==> src/rtl/sound_arbiter.sv <==
// sound_arbiter: shares the two tone channels between the background music
// pair and NUM_REQ one-shot sound effects (fixed priority, index 0 highest).
// A silence gap is inserted on every game_state change, and mute forces
// silence on both channels without disturbing the internal timing.
//
// Optional feature macro: SOUND_ARBITER_CHIRP_EN
//   defined     -> second half of each effect plays one octave up
//                  (SILENT when the doubled tone would overflow 26 bits)
//   not defined -> the effect tone is constant for its whole length
//
// Request handshake: req[i] is a single-cycle pulse with no ready/back-pressure.
// It is never lost except by reset: it either wins arbitration immediately
// or is parked in pending[i] until grant[i] pulses for it.

module sound_arbiter #(
  parameter int NUM_REQ    = 4,
  parameter int SFX_CYCLES = 2500000,
  parameter int GAP_CYCLES = 5000000,
  parameter int SILENT     = 50000000,
  localparam int ID_W      = (NUM_REQ > 1) ? $clog2(NUM_REQ) : 1
) (
  input  logic                  clk,
  input  logic                  rst,
  input  logic                  mute,
  input  logic [3:0]            game_state,
  input  logic [25:0]           bgm_l,
  input  logic [25:0]           bgm_r,
  input  logic [NUM_REQ-1:0]    req,
  input  logic [26*NUM_REQ-1:0] req_freq,
  output logic [NUM_REQ-1:0]    grant,
  output logic                  sfx_busy,
  output logic [ID_W-1:0]       cur_id,
  output logic [25:0]           freqL,
  output logic [25:0]           freqR
);

  localparam logic [25:0] SILENT_F = 26'(SILENT);
  localparam logic [31:0] SFX_LOAD = 32'(SFX_CYCLES - 1);
  localparam logic [31:0] GAP_LOAD = 32'(GAP_CYCLES);
`ifdef SOUND_ARBITER_CHIRP_EN
  localparam logic [31:0] SFX_HALF = 32'(SFX_CYCLES / 2);
`endif

  // ---------------------------------------------------------------------
  // Registered state
  // ---------------------------------------------------------------------
  logic [NUM_REQ-1:0] pending;
  logic [25:0]        sfx_freq;
  logic [31:0]        sfx_cnt;
  logic [31:0]        gap_cnt;
  logic [3:0]         prev_state;

  // ---------------------------------------------------------------------
  // Next-state values; outputs are registered from these so that an
  // effect or a gap is visible on the very edge that starts it.
  // ---------------------------------------------------------------------
  logic [NUM_REQ-1:0] eff;
  logic [NUM_REQ-1:0] win_vec;
  logic [ID_W-1:0]    win_id;
  logic [25:0]        win_freq;
  logic               any_req;
  logic               do_grant;

  logic [NUM_REQ-1:0] pending_next;
  logic [NUM_REQ-1:0] grant_next;
  logic               busy_next;
  logic [ID_W-1:0]    id_next;
  logic [25:0]        sfx_freq_next;
  logic [31:0]        sfx_cnt_next;

  logic               state_change;
  logic [31:0]        gap_cnt_next;

  logic [25:0]        tone_next;
  logic [25:0]        freq_l_next;
  logic [25:0]        freq_r_next;

  // Effective request set: live pulses plus requests parked while busy.
  assign eff     = pending | req;
  assign any_req = |eff;

  // Fixed-priority pick: isolate the lowest set bit of eff.
  assign win_vec = eff & (~eff + 1'b1);

  // Index and tone of the winner, taken from its one-hot position.
  always_comb begin
    win_id   = '0;
    win_freq = '0;
    for (int i = 0; i < NUM_REQ; i++) begin
      if (win_vec[i]) begin
        win_id   = ID_W'(i);
        win_freq = req_freq[26*i +: 26];
      end
    end
  end

  // A winner starts when idle, preempts or retriggers when its index is
  // not lower in priority than the playing one, or follows on back-to-back
  // when the current effect is on its last cycle.
  assign do_grant = any_req &&
                    (!sfx_busy || (win_id <= cur_id) || (sfx_cnt == 32'd0));

  // Effect sequencing: grant/relatch/restart, or count down to idle.
  always_comb begin
    pending_next  = eff;
    grant_next    = '0;
    busy_next     = sfx_busy;
    id_next       = cur_id;
    sfx_freq_next = sfx_freq;
    sfx_cnt_next  = sfx_cnt;
    if (do_grant) begin
      // The preempted effect is simply dropped; everyone else who asked
      // stays parked for later.
      pending_next  = eff & ~win_vec;
      grant_next    = win_vec;
      busy_next     = 1'b1;
      id_next       = win_id;
      sfx_freq_next = win_freq;
      sfx_cnt_next  = SFX_LOAD;
    end else if (sfx_busy) begin
      if (sfx_cnt == 32'd0) begin
        busy_next = 1'b0;
      end else begin
        sfx_cnt_next = sfx_cnt - 32'd1;
      end
    end
  end

  // Silence gap: (re)load on any game_state change, otherwise count down.
  assign state_change = (game_state != prev_state);

  always_comb begin
    gap_cnt_next = gap_cnt;
    if (state_change) begin
      gap_cnt_next = GAP_LOAD;
    end else if (gap_cnt != 32'd0) begin
      gap_cnt_next = gap_cnt - 32'd1;
    end
  end

  // Effect tone as heard, including the optional octave-up second half.
  always_comb begin
    tone_next = sfx_freq_next;
`ifdef SOUND_ARBITER_CHIRP_EN
    if (sfx_cnt_next < SFX_HALF) begin
      if (sfx_freq_next[25]) begin
        tone_next = SILENT_F;
      end else begin
        tone_next = {sfx_freq_next[24:0], 1'b0};
      end
    end
`endif
  end

  // Channel source selection: mute, then effect, then gap, then music.
  always_comb begin
    freq_l_next = bgm_l;
    freq_r_next = bgm_r;
    if (mute) begin
      freq_l_next = SILENT_F;
      freq_r_next = SILENT_F;
    end else if (busy_next) begin
      freq_l_next = tone_next;
      freq_r_next = tone_next;
    end else if (gap_cnt_next != 32'd0) begin
      freq_l_next = SILENT_F;
      freq_r_next = SILENT_F;
    end
  end

  // State and output registers; reset aborts any effect, gap or request.
  always_ff @(posedge clk or posedge rst) begin
    if (rst) begin
      pending    <= '0;
      grant      <= '0;
      sfx_busy   <= 1'b0;
      cur_id     <= '0;
      sfx_freq   <= '0;
      sfx_cnt    <= '0;
      gap_cnt    <= '0;
      prev_state <= '0;
      freqL      <= SILENT_F;
      freqR      <= SILENT_F;
    end else begin
      pending    <= pending_next;
      grant      <= grant_next;
      sfx_busy   <= busy_next;
      cur_id     <= id_next;
      sfx_freq   <= sfx_freq_next;
      sfx_cnt    <= sfx_cnt_next;
      gap_cnt    <= gap_cnt_next;
      prev_state <= game_state;
      freqL      <= freq_l_next;
      freqR      <= freq_r_next;
    end
  end

endmodule

==> config.mk <==
export PLATFORM = sky130hd
export DESIGN_NAME = sound_arbiter
export DESIGN_NICKNAME = d
export VERILOG_FILES = /design/src/rtl/sound_arbiter.sv
export SDC_FILE = /design/constraint.sdc
export NUM_CORES = 1
export LEC_CHECK = 0
export CELL_PAD_IN_SITES_DETAIL_PLACEMENT = 0
export CELL_PAD_IN_SITES_GLOBAL_PLACEMENT = 1
export CORE_MARGIN = 2
export CORE_UTILIZATION = 32
export DETAILED_ROUTE_END_ITERATION = 8
export GPL_TIMING_DRIVEN = 0
export PLACE_DENSITY = 0.76
export SYNTH_ARGS = -nofsm -noshare
export SYNTH_HDL_FRONTEND = slang
export SYNTH_SLANG_ARGS = --single-unit
export TNS_END_PERCENT = 20
==> constraint.sdc <==
create_clock -name clk -period 4.95 [get_ports clk]
set_input_delay 0.7425 -clock clk [delete_from_list [all_inputs] [get_ports clk]]
set_output_delay 0.7425 -clock clk [all_outputs]
set_load 0.01 [all_outputs]
==> results of run 1 <==
==> sequential cells by signal, summed over array words and instances (netlist names) <==
register,cells
freqL,26
prev_state,4
cur_id,2
freqR,26
sfx_cnt,32
grant,4
sfx_busy,1
pending,4
gap_cnt,32
sfx_freq,26
==> through the flow <==
| step | util (%) | cell area, um^2 | setup WS, ns | TNS [ns] |
|---|---|---|---|---|
| 2_1_floorplan | - | 7502 | 0.01236 | 0 |
| 3_3_place_gp | 43.65 | 10150 | -2.367 | -402.19 |
| 3_5_place_dp | 43.80 | 10190 | -1.326 | -81.06 |
| 4_1_cts | 46.48 | 10810 | 0.02135 | 0 |
| 5_1_grt | 46.54 | 10830 | 0.04009 | 0 |
| 6_report | 46.54 | 10830 | 0.3774 | 0 |
==> worst max-delay path by stage <==
stage | startpoint | end | slack (ns) | depth (start not counted)
final | req[0] | sfx_cnt[1] | 0.38 | 15
after global routing | req[0] | sfx_cnt[1] | 0.04 | 15
after CTS | req[0] | freqR[6] | 0.02 | 16
after detailed placement | req[0] | sfx_cnt[1] | -1.33 | 15
after global placement | rst | freqR[0] | -2.37 | 2
after floorplan | rst | cur_id[0] | 0.01 | 1
==> layer usage <==
metal | share of wire [%] | track usage (%) | vias to the layer above
met4 | 2.6 | 7.100 | 2
li1 | - | - | 3177
met5 | 0.068 | 0 | -
met3 | 7.0 | 5.865 | 38
met2 | 46 | 31.08 | 202
met1 | 44 | 25.13 | 3126
==> power groups by stage <==
stage | registers, W | clock network [W] | logic, W
2_1_floorplan | 0.00192 | 0 | 0.000779
6_report | 0.00180 | 0.00134 | 0.00181
3_3_place_gp | 0.00181 | 0 | 0.00180
4_1_cts | 0.00180 | 0.00136 | 0.00184
5_1_grt | 0.00183 | 0.00142 | 0.00200
3_5_place_dp | 0.00182 | 0 | 0.00182
==> worst reg2reg max path, cell delays in order, from the launching register on <==
cell	delay, ns
dfrtp_1	0.39
or2_2	0.28
clkbuf_1	0.28
nor2_4	0.33
clkbuf_2	0.33
clkbuf_2	0.37
nor2_1	0.10
ha_1	0.28
nand2_1	0.06
o21ai_0	0.16
o21bai_1	0.39
clkbuf_2	0.31
clkbuf_2	0.31
buf_2	0.29
o211ai_1	0.12
==> timing repair <==
action                     4_1_cts  5_1_grt
gates cloned                     0        0
gates resized for setup         10        8
setup endpoints to repair       79       72
==> layout by cell type, fill, tap and decap left out, drive strengths merged, types with 26 or more instances in the layout <==
cell	netlist	routed
clkdlybuf4s50	0	225
dfrtp	133	133
nor2	72	72
nand2	67	67
o21ai	52	52
clkbuf	28	50
inv	40	42
xnor2	29	29
a21oi	26	26
a222oi	26	26
==> cells by family (layout without fill, tap and decap cells) <==
kind of cell,after synthesis,in the layout,share of synthesized area (%)
flip-flops,157,157,52.77
AND/OR/NAND/NOR,278,278,19.20
AO/OA/AOI/OAI,183,183,17.19
buffers and inverters,76,334,4.219
multiplexers,1,1,0.1334
adder cells (fa/ha/maj),6,6,1.001
XOR/XNOR,47,47,5.487
==> cell type report <==
class	instances	share of cell area, %
flip-flops and latches	157	36.57
well taps	319	3.687
clock buffers	22	4.692
inverters	40	1.456
plain buffers	36	1.664
multi-input cells	515	29.96
clock inverters	10	0.9245
repair buffers	226	21.06
==> summary.md, run 1 <==
The count of final max-slew check failures was 0. CTS placed an instance of clkbuf_16 at the clock tree root. Kind of cell with the highest combined delay on the critical path: buffers and inverters. The filler cells instantiated in the layout total 2,300. The global-route wire length before repair was 36,570 um; the data required time at the worst endpoint was 5.24 ns. The tools report the count of hold buffers inserted by post-cts repair as 0. The total overflow left after global routing is 0.

Compared with the post-synthesis result, the final layout area differs by 44.31%. The tools report the static leakage as 4.399 nW. After synthesis, the largest area contributor takes up 44.36% of total cell area. Among all cell types in the netlist, the one instantiated most often is dfrtp_1.

The launching element type of the critical path is a primary input. Setup repair after global routing left no endpoint under its margin. The standard cell with the maximum stage delay on the critical path is clkdlybuf4s50_1. By instance count, the cell type seen most on the critical path is clkbuf_2.

The flow ran to the end, and the final reports show no timing, DRC or antenna violations. The register clock-pin slew on the reported worst setup and hold paths is 0.06 ns. The logs give 129 for the maximum number of pins on one net before global-route repair and 0.42 ns for the clock insertion delay at the later pin of the skew report. The achievable frequency is 218.7 MHz. The number of standard cells in the final layout excluding fillers came out at 1,325. Total via count after detailed routing: 6,545.

In this run the power spent charging and discharging nets is 0.001622 W. The run gives 48.68% as the relative slew slack. The worst setup path is of the primary input to register kind.

During synthesis, Yosys emitted a total of 0 warnings. The cell count of the worst reg-to-reg path was 14. Yosys mapped the design onto 61 distinct sky130hd cell types.

The logs give 0 for the number of hold violations in the final report and 226 for the count of pins on the block boundary. The worst hold path belongs to the class register to register. The power density over the cells is 456.7 nW/um^2, and the slew at the pin closest to its max-slew limit is 0.7627 ns. The worst hold slack was 0.4732 ns.

Averaged over all synthesized cells, the footprint is 10.03 um^2. After synthesis, the cell types taking the most area are dfrtp_1 (44%), dfstp_2 (8.4%), nor2_1 (3.6%), a222oi_1 (3.5%), xnor2_1 (3.4%). Summing the sequential cell areas from Yosys gives 52.77% of the chip area.

After the first detailed-routing iteration, the DRC count stood at 443. In this run the number of H-tree levels came out at 4. In the synthesized netlist the async set-or-reset flop fraction comes to 100.0%. Counting instances in the post-synthesis netlist gives the leading cell types as dfrtp_1 (133), nor2_1 (72), nand2_1 (67), inv_1 (40). Sequential cells account for 36.3% of the total power.

The final clock period utilization by the worst path was 92.38%; the minimum clock period after layout was 4.573 ns. The worst hold path endpoint is sfx_freq[2]. Along the worst path, the maximum fanout reaches 10. The initial antenna violation count is 1. TritonCTS built the clock tree. For the total power consumption of the routed design, the log shows 0.004945 W. After floorplanning, the core was divided into 56 placement rows. Setup violations remaining at the end of the flow were counted as 0. The number of enable flip-flop cells after synthesis is 0.

Buffers added to address setup during post-CTS repair amount to 0. The total wirelength of the detailed-routed design is 23,390 um, and the via count of the first global-routing pass is 6,652. The post-synthesis instance area was 7502 um^2; the first-pass iteration count of the detailed router was 6. The internal power is 0.003323 W, and the cell count of the worst hold path is 1.

Walking the worst path, the cells encountered are clkdlybuf4s50_1 -> or2_2 -> clkbuf_1 -> nor2_4 -> clkbuf_2 -> clkbuf_2 -> nor2_1 -> ha_1 -> nand2_1 -> o21ai_0 -> o21bai_1 -> clkbuf_2 -> clkbuf_2 -> buf_2 -> o211ai_1. After synthesis the netlist holds a flip-flop and latch count of 157. The tree built by TritonCTS fans out to 157 sinks. The final routed wire length divided by cell count works out to 17.65 um.

In the final layout, the multi-input gates occupy 3243 um^2. The number of nets handed over by synthesis was 921. The count of unresolved DRC violations after routing was 0. The worst hold path begins at sfx_freq[2].

The share of post-route cells with drive strength above 1 was 9.742%; the net count of the finished layout was 1,166. The run gives 4.86 ns as the arrival time reported for the critical path endpoint. The run gives 2 as the maximum count of clock buffers along a single path.

The flip-flop cell with the highest count after synthesis is dfrtp_1. The instance count of the mapped netlist was 748. For the final database, setup skew stands at 0.01301 ns. Standard cell core area: 23,260 um^2. The total global routing track utilization is 19.50%, and the width of the chip is 157.1 um. The congestion estimate from routability-driven global placement came to 0.8091. The tools report the type of destination of the critical path as a register. In this design, the stage delay of the slowest critical-path cell is 0.47 ns.

The logs give 27.0% for the power share of the clock group and 17 for the number of buffers created by CTS. 0 antenna diodes ended up in the layout. The cell taking the most area after synthesis was dfrtp_1. The floorplan step defined a die boundary enclosing 24,690 um^2. The peak supply drop is 246.8 uV. The total buffers and inverters traversed by the critical path was 7. The tools report the reg-to-reg critical path endpoint as sfx_cnt[1].

Register-to-register setup slack: 0.82 ns. After legalization and detailed placement, the total HPWL measured 17,440 um. The detail route stage leaves a number of antenna-violating nets equal to 0. The tools report the sequential cell area in the final layout as 3959 um^2. In this run the critical register-to-register path is launched from pending[0]. Once the floorplan was initialized, standard cells occupied 32.25% of the core. Net switching is 32.80% of the power.

The routed via count divided by cell count works out to 4.940. The number of port buffers came out at 225. The floorplan step set the die height to 157.1 um. The run gives 1,293 as the number of placed instances with taps included.

Per report_power, the combinational group accounts for 36.7% of the total. Across the run, the number of max-cap violations was 0.
No activity file was read; power rests on OpenSTA's default activity.
==> inputs of run 2 (changes only) <==
- SKIP_LAST_GASP: unset -> 1
==> results of run 2 <==
Same layout as run 1: the final DEF is identical, and so are final timing and power.
